[src/rtl/phase_pkg.sv]
// Shared constants for the 603 instruction phase sequencer.
// State codes, execute-unit bit positions and counter width.
package phase_pkg;

  typedef logic [2:0] state_t;

  localparam state_t FE  = 3'd0;
  localparam state_t DE2 = 3'd1;
  localparam state_t EX  = 3'd3;
  localparam state_t EXW = 3'd7;
  localparam state_t MEM = 3'd2;

  localparam int U_BIT   = 0;
  localparam int U_SHIFT = 1;
  localparam int U_MULT  = 2;
  localparam int U_DIV   = 3;
  localparam int U_ADD   = 4;

  localparam logic [4:0] DEF_MULTI_MASK = 5'b01100;

  localparam int CNT_W = 10;

endpackage

[src/rtl/phase_cnt.sv]
// Loadable down counter shared by the MEM latency
// and the EXW watchdog; load wins over decrement.
module phase_cnt
  import phase_pkg::*;
(
  input  logic             clk,
  input  logic             rst,
  input  logic             load,
  input  logic             dec,
  input  logic [CNT_W-1:0] loadVal,
  output logic             zero
);

  logic [CNT_W-1:0] count;

  // load, decrement or hold the remaining cycle count
  always_ff @(posedge clk or posedge rst) begin
    if (rst) begin
      count <= '0;
    end else if (load) begin
      count <= loadVal;
    end else if (dec) begin
      count <= count - 1'b1;
    end
  end

  assign zero = (count == '0);

endmodule

[src/rtl/phase_sequencer.sv]
// Multi-cycle instruction phase sequencer for the 603 core.
// FE -> DE2 -> EX -> (EXW | MEM) -> FE, strobes decoded from state.
module phase_sequencer
  import phase_pkg::*;
#(
  parameter int                   NUM_UNITS  = 5,
  parameter logic [NUM_UNITS-1:0] MULTI_MASK = DEF_MULTI_MASK,
  parameter int                   MEM_LAT    = 1,
  parameter int                   EX_TIMEOUT = 64
) (
  input  logic                 clk,
  input  logic                 rst,
  input  logic                 fetch_vld,
  input  logic                 rs2_en,
  input  logic [NUM_UNITS-1:0] unit_en,
  input  logic [NUM_UNITS-1:0] unit_sub,
  input  logic                 mem_en,
  input  logic                 store_en,
  input  logic                 ex_done,
  input  logic                 stall,
  input  logic                 flush,
  output logic                 gate_en,
  output logic                 clk_fe_en,
  output logic                 clk_mem_en,
  output logic                 ctrl_rf,
  output logic [NUM_UNITS-1:0] ctrl_de2,
  output logic [NUM_UNITS-1:0] ctrl_ex,
  output logic                 ctrl_mem_rd,
  output logic                 ctrl_wb,
  output logic [NUM_UNITS-1:0] ex_iso,
  output logic                 wb_iso,
  output logic                 ex_timeout,
  output logic [2:0]           state_o
);

  localparam logic [CNT_W-1:0] EXW_LOAD = CNT_W'(EX_TIMEOUT - 1);
  localparam logic [CNT_W-1:0] MEM_LOAD = CNT_W'(MEM_LAT - 1);

  state_t           state;
  state_t           nextState;
  logic             cntLoad;
  logic             cntDec;
  logic [CNT_W-1:0] cntLoadVal;
  logic             cntZero;
  logic             wbNow;
  logic             setTimeout;
  logic             isMulti;
  logic             isLoad;

  assign isMulti = |(unit_en & MULTI_MASK);
  assign isLoad  = mem_en & ~store_en;

  phase_cnt u_cnt (
    .clk     (clk),
    .rst     (rst),
    .load    (cntLoad),
    .dec     (cntDec),
    .loadVal (cntLoadVal),
    .zero    (cntZero)
  );

  // next state, counter control and the final-cycle writeback
  always_comb begin
    nextState  = state;
    cntLoad    = 1'b0;
    cntDec     = 1'b0;
    cntLoadVal = '0;
    wbNow      = 1'b0;
    setTimeout = 1'b0;
    if (flush) begin
      nextState = FE;
    end else if (!stall) begin
      unique case (state)
        FE: begin
          if (fetch_vld) nextState = DE2;
        end
        DE2: begin
          nextState = EX;
        end
        EX: begin
          if (isMulti) begin
            nextState  = EXW;
            cntLoad    = 1'b1;
            cntLoadVal = EXW_LOAD;
          end else if (isLoad) begin
            nextState  = MEM;
            cntLoad    = 1'b1;
            cntLoadVal = MEM_LOAD;
          end else begin
            nextState = FE;
            wbNow     = ~mem_en;
          end
        end
        EXW: begin
          if (ex_done) begin
            nextState = FE;
            wbNow     = 1'b1;
          end else if (cntZero) begin
            nextState  = FE;
            setTimeout = 1'b1;
          end else begin
            cntDec = 1'b1;
          end
        end
        MEM: begin
          if (cntZero) begin
            nextState = FE;
            wbNow     = 1'b1;
          end else begin
            cntDec = 1'b1;
          end
        end
        default: begin
          nextState = FE;
        end
      endcase
    end
  end

  // state register and sticky watchdog flag
  always_ff @(posedge clk or posedge rst) begin
    if (rst) begin
      state      <= FE;
      ex_timeout <= 1'b0;
    end else begin
      state <= nextState;
      if (setTimeout) ex_timeout <= 1'b1;
    end
  end

  // unit and memory strobes decoded from the current state
  always_comb begin
    ctrl_de2    = '0;
    ctrl_ex     = '0;
    ctrl_rf     = 1'b0;
    ctrl_mem_rd = 1'b0;
    unique case (state)
      DE2: begin
        ctrl_de2 = unit_en;
        ctrl_rf  = rs2_en;
      end
      EX: begin
        ctrl_de2 = unit_en;
        ctrl_ex  = unit_en & unit_sub;
        ctrl_rf  = rs2_en;
      end
      EXW: begin
        ctrl_ex = unit_en & unit_sub;
      end
      MEM: begin
        ctrl_ex     = unit_en & unit_sub;
        ctrl_mem_rd = ~flush;
      end
      default: begin
        ctrl_de2 = '0;
      end
    endcase
  end

  assign ctrl_wb    = wbNow;
  assign ex_iso     = ~ctrl_ex;
  assign wb_iso     = ~ctrl_wb;
  assign clk_fe_en  = (state == FE) | (nextState == FE);
  assign clk_mem_en = (state == FE) | (state == DE2);
  assign gate_en    = ~((state == FE) & (nextState == FE));
  assign state_o    = state;

endmodule
[config.mk]
export PLATFORM = sky130hd
export DESIGN_NAME = phase_sequencer
export DESIGN_NICKNAME = d
export VERILOG_FILES = /design/src/rtl/phase_pkg.sv /design/src/rtl/phase_cnt.sv /design/src/rtl/phase_sequencer.sv
export SDC_FILE = /design/constraint.sdc
export NUM_CORES = 1
export LEC_CHECK = 0
export BUFFER_PORTS_ARGS = -buffer_cell sky130_fd_sc_hd__buf_2
export CORE_UTILIZATION = 50
export CTS_CLUSTER_SIZE = 14
export DETAILED_ROUTE_END_ITERATION = 8
export PLACE_DENSITY = 0.92
export SLEW_MARGIN = 20
export SYNTH_ARGS = -nofsm -noshare
export SYNTH_HDL_FRONTEND = slang
export SYNTH_SLANG_ARGS = --single-unit
export TNS_END_PERCENT = 100
[constraint.sdc]
create_clock -name clk -period 3.65 [get_ports clk]
set_input_delay 0.365 -clock clk [delete_from_list [all_inputs] [get_ports clk]]
set_output_delay 0.365 -clock clk [all_outputs]
set_load 0.02 [all_outputs]
==> results.toml <==
[setup_path]
arrival_ps = 2700
rr_worst_depth = 5
ff2ff_setup_slack_ps = 1350
required_ps = 3280
r2r_start = "state_o[0]"
reg2reg_to = "u_cnt.count[4]"
cp_cell_sequence = "inv_1, ha_1, or4b_4, o311ai_1, a31oi_1, or3_1, nand3b_1, buf_2"
cpMaxStageDelayCell = "or4b_4"
critPathKind = "reg2out"
cp-start-kind = "flip-flop"
crit_path_end_kind = "output port"
critical_path.max_fanout = 4
slowest_delay_ps = 490

[power_and_ir_drop]
ir_drop_v = 0.000477
cellLeakagePower_nw = 0.682
totalPowerFinal_mw = 0.611
p_per_area_nw_per_um2 = 481

[sta]
period_minus_slack_ps = 3060
relSlewSlack_pct = 50.9
finalSetupTns_ps = 0
final.period_utilization_pct = 83.8
hold_viol = 0
worstMarginPinSlew_ps = 736
final_max_slew_viol_count = 0
skew_ps = 7.26
rsz0062_at_grt = "false"
finalSetupViolCount = 0
max_freq_ghz = 0.327

[clock_network]
cts_buffer_depth = 2
clkTransAtPathRegs_ps = 80
cts.sinks = 14
post_cts_buffers = 0
ctsResizeCount = 0
root_buffer = "clkbuf_4"
cts_buffers = 3
htreeDepth = 1
cts_tree = "yes"
cts-hold-fix-buffers = 0
insertion_delay_ps = 280

[synth]
synth_top_area_cell = "dfrtp_1"
synthTopCellsByArea = "dfrtp_1 (34%), and2_1 (4.3%), inv_1 (4.1%)"
synth_nets = 142
avgSynthCellArea_um2 = 8.40
ys_types = 40
synth_edf_count = 0
netlist_area_um2 = 1020
syn_inst = 121
ys.flop_type = "dfrtp_1"
ys_warn_count = 0
synth-seq-area-share_pct = 34.5
ys_seq_elements = 14
ys_async_sr_fraction_pct = 100
yosysTopAreaCellShare_pct = 34.5

[place]
place.detailed.hpwl_mm = 2.16
dp.cells = 185
port_buffers = 44
gp_congestion = 0.861

[grt]
grt.total_usage_pct = 26.1
grt_pass1_vias = 932
grt_pass1_wl_mm = 3.99
grt_overflow = 0
antenna_found_initial = 0
grt_max_degree = 15

[cells_and_area]
drive_gt1_share_pct = 30.7
nNetsFinal = 186
multi_input_area_um2 = 606
register_area_um2 = 350
n_antenna_cell = 0
fillCellCount = 146
final_cell_mix = "buf_2 (44), dfrtp_1 (14), inv_1 (11)"
syn2layout_area_growth_pct = 25.1
layout_commonest_cell = "buf_2"
final_cells = 188

[drt]
avgRoutedWirePerCell_um = 14.3
vias = 1106
drcViolationCount = 0
drt_iter0_drc = 38
wl_mm = 2.69
antenna_left = 0
via_per_inst = 5.88
drtPass1Iterations = 4

[die]
coreArea_um2 = 1820
die_x_um = 47.1
start_util_pct = 55.8
fp-row-count = 15
die_y_um = 47.1
die_area_um2 = 2220
pin_count = 45

[flow_run]
timing.max_cap.violations = 0

[run_status]
status = "completed"

[hold_path]
hold_path_class = "in2async"
[cell families (layout without fill, tap and decap cells)]
kind of cell / Yosys count / in the layout / synth area share, %
AO/OA/AOI/OAI: 34 / 34 / 23.2
XOR/XNOR: 2 / 2 / 1.72
adder cells (fa/ha/maj): 2 / 2 / 2.46
buffers and inverters: 16 / 58 / 5.91
flip-flops: 14 / 14 / 34.5
multiplexers: 4 / 4 / 3.94
AND/OR/NAND/NOR: 49 / 49 / 28.3
[sequential cells by signal (all words and copies together) (netlist names)]
register / flops
ex_timeout: 1
u_cnt.count: 10
state_o: 3
[stage by stage]
stage,hold slack (ps),utilization [%],setup WS [ps],area (um2)
after detailed placement,418,68.6,885,1250
final,106,69.8,590,1270
after global placement,409,68.6,1010,1250
after CTS,116,69.8,580,1270
after global routing,157,69.8,429,1270
after floorplan,254,-,1120,1020
[worst max path at each step]
| stage | start | end | cells past startpoint |
|---|---|---|---|
| floorplan | u_cnt.count[0] | gate_en | 7 |
| global placement | u_cnt.count[0] | gate_en | 8 |
| detailed placement | u_cnt.count[0] | gate_en | 8 |
| CTS | u_cnt.count[0] | gate_en | 8 |
| global route | u_cnt.count[0] | gate_en | 8 |
| finish | u_cnt.count[0] | gate_en | 8 |
[metal layers]
layer | vias to the layer above | GRT usage [%] | part of all wire [%]
li1 | 531 | - | -
met1 | 527 | 31.8 | 40
met2 | 40 | 45.6 | 53
met3 | 8 | 7.31 | 5.2
met4 | 0 | 6.86 | 1.4
met5 | - | 0 | 0
[power breakdown]
part	internal [mW]	total, mW	switching, mW
Sequential	0.197	0.247	0.0500
Combinational	0.113	0.280	0.166
Clock	0.0382	0.0838	0.0455
[final cells by class]
| class | count | area share [%] |
|---|---|---|
| Clock buffer | 3 | 1.77 |
| Inverter | 11 | 3.25 |
| Multi-Input combinational cell | 91 | 47.6 |
| Sequential cell | 14 | 27.6 |
| Tap cell | 25 | 2.46 |
| Timing Repair Buffer | 44 | 17.3 |
[critical path, delay by kind of cell (launching register included)]
| family | cells | cell delay, ps |
|---|---|---|
| AOI/OAI and AO/OA | 2 | 510 |
| DFF | 1 | 410 |
| buffers and inverters | 2 | 290 |
| and+or+nand+nor | 3 | 1060 |
| adders and majority gates | 1 | 160 |
[cells in the mapped netlist, types with 2 or more instances]
cell type  number
dfrtp_1        14
inv_1          11
nor2_1          9
and2_1          7
nand3_1         7
nand2_1         6
a21oi_1         5
a31oi_1         4
clkbuf_1        4
mux2i_1         4
o21ai_0         4
o22a_1          4
nor2b_1         3
nor4_1          3
o21a_1          3
o21ai_1         3
a221oi_1        2
and3_1          2
ha_1            2
nor3_1          2
or3_1           2
xnor2_1         2
No activity file was read; power rests on OpenSTA's default activity.
